## src/rtl/pipelined_csel_adder.sv

```systemverilog
// pipelined_csel_adder
//   Two-stage pipelined carry-select adder/subtractor with a valid/ready stream
//   on both sides. Operands are cut into BLK-bit blocks. Stage 1 computes every
//   block's sum for both possible block carry-ins. Stage 2 walks the short
//   block-carry chain and picks one hypothesis per block.
//
// Parameters
//   WIDTH  operand/result width; must be a multiple of BLK
//   BLK    carry-select block width, 1 <= BLK <= WIDTH (BLK == WIDTH is a plain ripple adder)
//
// Ports
//   clk        rising-edge clock
//   rst_n      asynchronous active-low reset; drops in-flight beats
//   in_valid   operand beat valid
//   in_ready   beat accepted on this edge if in_valid (combinational from out_ready)
//   a, b       operands
//   cin        carry-in, add mode only
//   sub        0: a+b+cin   1: a-b (a + ~b + 1, cin ignored)
//   out_valid  result beat valid; held with its data until out_ready
//   out_ready  consumer takes the result this cycle
//   sum        result, modulo 2^WIDTH
//   cout       carry out of the MSB (subtract: 1 = no borrow)
//   ovf        two's-complement overflow
module pipelined_csel_adder #(
  parameter int WIDTH = 16,
  parameter int BLK   = 4
) (
  input  logic             clk,
  input  logic             rst_n,
  input  logic             in_valid,
  output logic             in_ready,
  input  logic [WIDTH-1:0] a,
  input  logic [WIDTH-1:0] b,
  input  logic             cin,
  input  logic             sub,
  output logic             out_valid,
  input  logic             out_ready,
  output logic [WIDTH-1:0] sum,
  output logic             cout,
  output logic             ovf
);

  localparam int NB = WIDTH / BLK;

  generate
    if (BLK < 1 || BLK > WIDTH || (WIDTH % BLK) != 0) begin : g_param_check
      $error("pipelined_csel_adder: WIDTH must be a positive multiple of BLK");
    end
  endgenerate

  // ---------------------------------------------------------------- handshake
  logic s1_valid;
  logic s2_valid;
  logic adv1;
  logic adv2;

  assign adv2      = !s2_valid || out_ready;
  assign adv1      = !s1_valid || adv2;
  assign in_ready  = adv1;
  assign out_valid = s2_valid;

  // ---------------------------------------------------------------- stage 1 comb
  logic [WIDTH-1:0]         b_eff;
  logic                     cin_eff;
  logic [NB-1:0][BLK-1:0]   s0_next;
  logic [NB-1:0][BLK-1:0]   s1_next;
  logic [NB-1:0]            c0_next;
  logic [NB-1:0]            c1_next;

  assign b_eff   = sub ? ~b : b;
  assign cin_eff = sub | cin;

  generate
    for (genvar gi = 0; gi < NB; gi++) begin : g_blk
      if (gi == 0) begin : g_first
        // Block 0 already knows its real carry-in; both hypothesis slots carry
        // the same value so the stage-2 select is a no-op here.
        assign {c0_next[gi], s0_next[gi]} = {1'b0, a[gi*BLK +: BLK]}
                                          + {1'b0, b_eff[gi*BLK +: BLK]}
                                          + {{BLK{1'b0}}, cin_eff};
        assign {c1_next[gi], s1_next[gi]} = {c0_next[gi], s0_next[gi]};
      end else begin : g_rest
        assign {c0_next[gi], s0_next[gi]} = {1'b0, a[gi*BLK +: BLK]}
                                          + {1'b0, b_eff[gi*BLK +: BLK]};
        assign {c1_next[gi], s1_next[gi]} = {1'b0, a[gi*BLK +: BLK]}
                                          + {1'b0, b_eff[gi*BLK +: BLK]}
                                          + {{BLK{1'b0}}, 1'b1};
      end
    end
  endgenerate

  // ---------------------------------------------------------------- stage 1 regs
  logic [NB-1:0][BLK-1:0]   s0_reg;
  logic [NB-1:0][BLK-1:0]   s1_reg;
  logic [NB-1:0]            c0_reg;
  logic [NB-1:0]            c1_reg;
  logic                     cin_reg;
  logic                     a_msb_reg;
  logic                     b_msb_reg;

  always_ff @(posedge clk or negedge rst_n) begin
    if (!rst_n) begin
      s1_valid <= 1'b0;
    end else if (adv1) begin
      s1_valid <= in_valid;
    end
  end

  // Data path registers need no reset: they are only observed behind s1_valid.
  always_ff @(posedge clk) begin
    if (adv1 && in_valid) begin
      s0_reg    <= s0_next;
      s1_reg    <= s1_next;
      c0_reg    <= c0_next;
      c1_reg    <= c1_next;
      cin_reg   <= cin_eff;
      a_msb_reg <= a[WIDTH-1];
      b_msb_reg <= b_eff[WIDTH-1];
    end
  end

  // ---------------------------------------------------------------- stage 2 comb
  logic [WIDTH-1:0] sum_next;
  logic             cout_next;
  logic             ovf_next;

  // Block-carry chain: NB two-input muxes in series instead of a WIDTH-bit ripple.
  always_comb begin
    logic carry;
    carry    = cin_reg;
    sum_next = '0;
    for (int k = 0; k < NB; k++) begin
      sum_next[k*BLK +: BLK] = carry ? s1_reg[k] : s0_reg[k];
      carry                  = carry ? c1_reg[k] : c0_reg[k];
    end
    cout_next = carry;
  end

  // Carry into the MSB is recovered from the MSB sum bit and its two operands.
  assign ovf_next = cout_next ^ (sum_next[WIDTH-1] ^ a_msb_reg ^ b_msb_reg);

  // ---------------------------------------------------------------- stage 2 regs
  always_ff @(posedge clk or negedge rst_n) begin
    if (!rst_n) begin
      s2_valid <= 1'b0;
      sum      <= '0;
      cout     <= 1'b0;
      ovf      <= 1'b0;
    end else if (adv2) begin
      s2_valid <= s1_valid;
      if (s1_valid) begin
        sum  <= sum_next;
        cout <= cout_next;
        ovf  <= ovf_next;
      end
    end
  end

endmodule

```

## config.mk

```make
export PLATFORM = sky130hd
export DESIGN_NAME = pipelined_csel_adder
export DESIGN_NICKNAME = d
export VERILOG_FILES = /design/src/rtl/pipelined_csel_adder.sv
export SDC_FILE = /design/constraint.sdc
export NUM_CORES = 1
export LEC_CHECK = 0
export CAP_MARGIN = 15
export CORE_MARGIN = 2
export CORE_UTILIZATION = 35
export DETAILED_ROUTE_END_ITERATION = 10
export HOLD_SLACK_MARGIN = 0.06
export PLACE_DENSITY = 0.63
export SKIP_CTS_REPAIR_TIMING = 1
export SLEW_MARGIN = 5
export SYNTH_ARGS = -nofsm -noshare
export SYNTH_HDL_FRONTEND = slang
export SYNTH_SLANG_ARGS = --single-unit
```

## constraint.sdc

```tcl
create_clock -name clk -period 3.19 [get_ports clk]
set_clock_uncertainty 0.2 [all_clocks]
set_input_delay 0.4785 -clock clk [delete_from_list [all_inputs] [get_ports clk]]
set_output_delay 0.4785 -clock clk [all_outputs]
set_load 0.005 [all_outputs]
```

==> flow_metrics.env <==
export IMPL_switching_share_pct=25.85
export IMPL_drt_total_wl_um=4634
export IMPL_setup_viol=0
export IMPL_pre_cts_slack_ns=0.05458
export IMPL_synth_edf_count=37
export IMPL_final_cell_mix="clkdlybuf4s50_1, edfxtp_1, xor2_1"
export IMPL_final_area_sq_um=3866
export IMPL_timing_rr_end="ovf$_DFFE_PN0P_"
export IMPL_clkTransAtPathRegs_ns=0.06
export IMPL_fmax_mhz=361.3
export IMPL_synth_top_cell_by_area="edfxtp_1"
export IMPL_clockBufferDepth=2
export IMPL_stdcell_count=399
export IMPL_place_hpwl_um=3568
export IMPL_start_kind="input pin"
export IMPL_finalMaxSlewViolations=0
export IMPL_synthCells=218
export IMPL_cp_slowest_cell="clkdlybuf4s50_1"
export IMPL_nNetsFinal=350
export IMPL_p_sw_uw=577.3
export IMPL_internal_power_mw=1.656
export IMPL_p_per_area_nw_per_um2=577.6
export IMPL_crit_cells=7
export IMPL_hold_path_class="flop to flop"
export IMPL_crit_chain="clkdlybuf4s50_1 > buf_4 > or2_2 > fa_1 > fa_1 > a21o_1 > a21o_1"
export IMPL_critical_path_buf_inv_count=2
export IMPL_synthTopCellsByArea="edfxtp_1, dfrtp_1, xor2_1, ha_1, mux2i_1"
export IMPL_critical_path_endpoint="c0_reg[0]$_DFFE_PP_"
export IMPL_ys_seq_elements=57
export IMPL_cts_buffers=9
export IMPL_power_leakage_nw=1.633
export IMPL_design_core_area_sq_um=8175
export IMPL_r2r_slack_ns=0.85
export IMPL_clock_latency_ns=0.33
export IMPL_dr_pass1_iters=4
export IMPL_worstRegToRegCells=4
export IMPL_drtIter0Drc=35
export IMPL_synth_cell_area_sq_um=2933
export IMPL_critPathMaxFanout=5
export IMPL_fp_dieH_um=95.54
export IMPL_slew_headroom_pct=66.68
export IMPL_layout_commonest_cell="clkdlybuf4s50_1"
export IMPL_start_util_pct=35.87
export IMPL_drive_above_1_share_pct=8.844
export IMPL_holdWs_ns=0.2577
export IMPL_startpoint="sub"
export IMPL_tns_ns=0
export IMPL_path_class="input pin to flop"
export IMPL_final_hold_viol_count=0
export IMPL_ys_types=30
export IMPL_cts_tree="built"
export IMPL_worst_setup_path_end_kind="flop"
export IMPL_irDropWorstVdd_v=0.0001802
export IMPL_ant_nets=0
export IMPL_maxCapViolations=0
export IMPL_place_congestion=0.7019
export IMPL_syn_avg_cell_area_sq_um=13.45
export IMPL_dp_cells=383
export IMPL_grt_max_degree=38
export IMPL_synthesis_nets=279
export IMPL_yosysWarnings=0
export IMPL_post_drt_via_cell_ratio=4.476
export IMPL_seqPwrFrac_pct=45.9
export IMPL_antenna_found_initial=0
export IMPL_fin_ws_ns=0.4225
export IMPL_drc=0
export IMPL_r2r_start="c0_reg[0]$_DFFE_PP_"
export IMPL_synth_top_cell_area_share_pct=37.88
export IMPL_rsz0062_at_grt="false"
export IMPL_utilization_pct=47.29
export IMPL_critPathRequiredTime_ns=3.08
export IMPL_routedWlPerCell_um=11.61
export IMPL_syn2layout_area_growth_pct=31.83
export IMPL_vias=1786
export IMPL_finalPower_mw=2.233
export IMPL_htreeDepth=3
export IMPL_track_usage_pct=11.60
export IMPL_die_area_sq_um=9128
export IMPL_period_share_pct=86.76
export IMPL_arrival_ns=2.65
export IMPL_io_pins=58
export IMPL_combPwrFrac_pct=27.2
export IMPL_cpPeakStageDelay_ns=0.49
export IMPL_grt_overflow_total=0
export IMPL_synth_async_reset_ratio_pct=35.09
export IMPL_ys_seq_area_share_pct=54.95
export IMPL_grt_pass1_wl_um=7700
export IMPL_critPathTopFamily="adder cells"
export IMPL_grt_pass1_vias=1680
export IMPL_status="finished, final reports clean"
export IMPL_die_width_um=95.54
export IMPL_placementRows=33
export IMPL_cts_sinks=57
export IMPL_ys_flop_type="edfxtp_1"
export IMPL_io_buffers=57
export IMPL_cts_root_buf="clkbuf_8"
export IMPL_post_route_min_period_ns=2.768
export IMPL_worst_pin_slew_ns=0.4986
export IMPL_antenna_cells=0
export IMPL_post_dp_cell_area_sq_um=3684
export IMPL_p_clk_share_pct=26.9
power groups by stage:
stage | sequential (mW) | combinational (mW) | clock [mW]
after detailed placement | 1.04 | 0.618 | 0
after floorplan | 1.04 | 0.344 | 0
after global placement | 1.04 | 0.606 | 0
after CTS | 1.03 | 0.619 | 0.622
final | 1.02 | 0.608 | 0.601
after global routing | 1.04 | 0.683 | 0.660
cell families after synthesis:
| family | after synthesis | synth area share [%] |
|---|---|---|
| muxes | 23 | 8.873 |
| and+or+nand+nor | 36 | 6.229 |
| xor gates and xnor gates | 36 | 10.75 |
| AOI/OAI and AO/OA | 29 | 6.015 |
| adders and majority gates | 23 | 11.09 |
| DFF | 57 | 54.95 |
| buffers and inverters | 14 | 2.090 |
worst min-delay path by stage:
stage               depth (start not counted)                  to                 from
finish                                      1  sum[2]$_DFFE_PN0P_  s1_reg[2]$_DFFE_PP_
global route                                1  sum[3]$_DFFE_PN0P_  s1_reg[3]$_DFFE_PP_
CTS                                         1  sum[3]$_DFFE_PN0P_  s1_reg[3]$_DFFE_PP_
detailed placement                          1  sum[3]$_DFFE_PN0P_  s1_reg[3]$_DFFE_PP_
global placement                            1  sum[0]$_DFFE_PN0P_  s1_reg[0]$_DFFE_PP_
floorplan                                   0    cout$_DFFE_PN0P_                rst_n
metal layers:
layer | wire [um] | up-vias | GRT usage [%]
li1 | - | 917 | -
met4 | 134 | 0 | 8.214
met1 | 1955 | 820 | 13.42
met3 | 240 | 11 | 3.320
met5 | 0 | - | 0
met2 | 2304 | 38 | 18.41
Yosys cell counts, types with 2 or more instances:
master	n
nand2b_1	3
mux2_1	4
mux2i_4	2
o21ai_1	13
fa_1	5
ha_1	18
dfrtp_1	20
nand3b_1	3
nand3_1	6
a21o_1	10
nand2_1	15
xor2_1	26
a21oi_1	4
xnor2_1	10
inv_1	8
mux2i_1	17
nand4_1	2
and2_1	2
clkbuf_1	3
edfxtp_1	37
area by class of cell:
cell class                 count  area [sq um]
clock buffer                  13         168.9
clock inverter                 3         13.76
fill                         737          4309
inverter                       8         30.03
multi-input combinational    147          1260
sequential                    57          1612
tap                          105         131.4
timing repair buffer          66         650.6
Note: power is estimated with default switching activity, not from simulation.
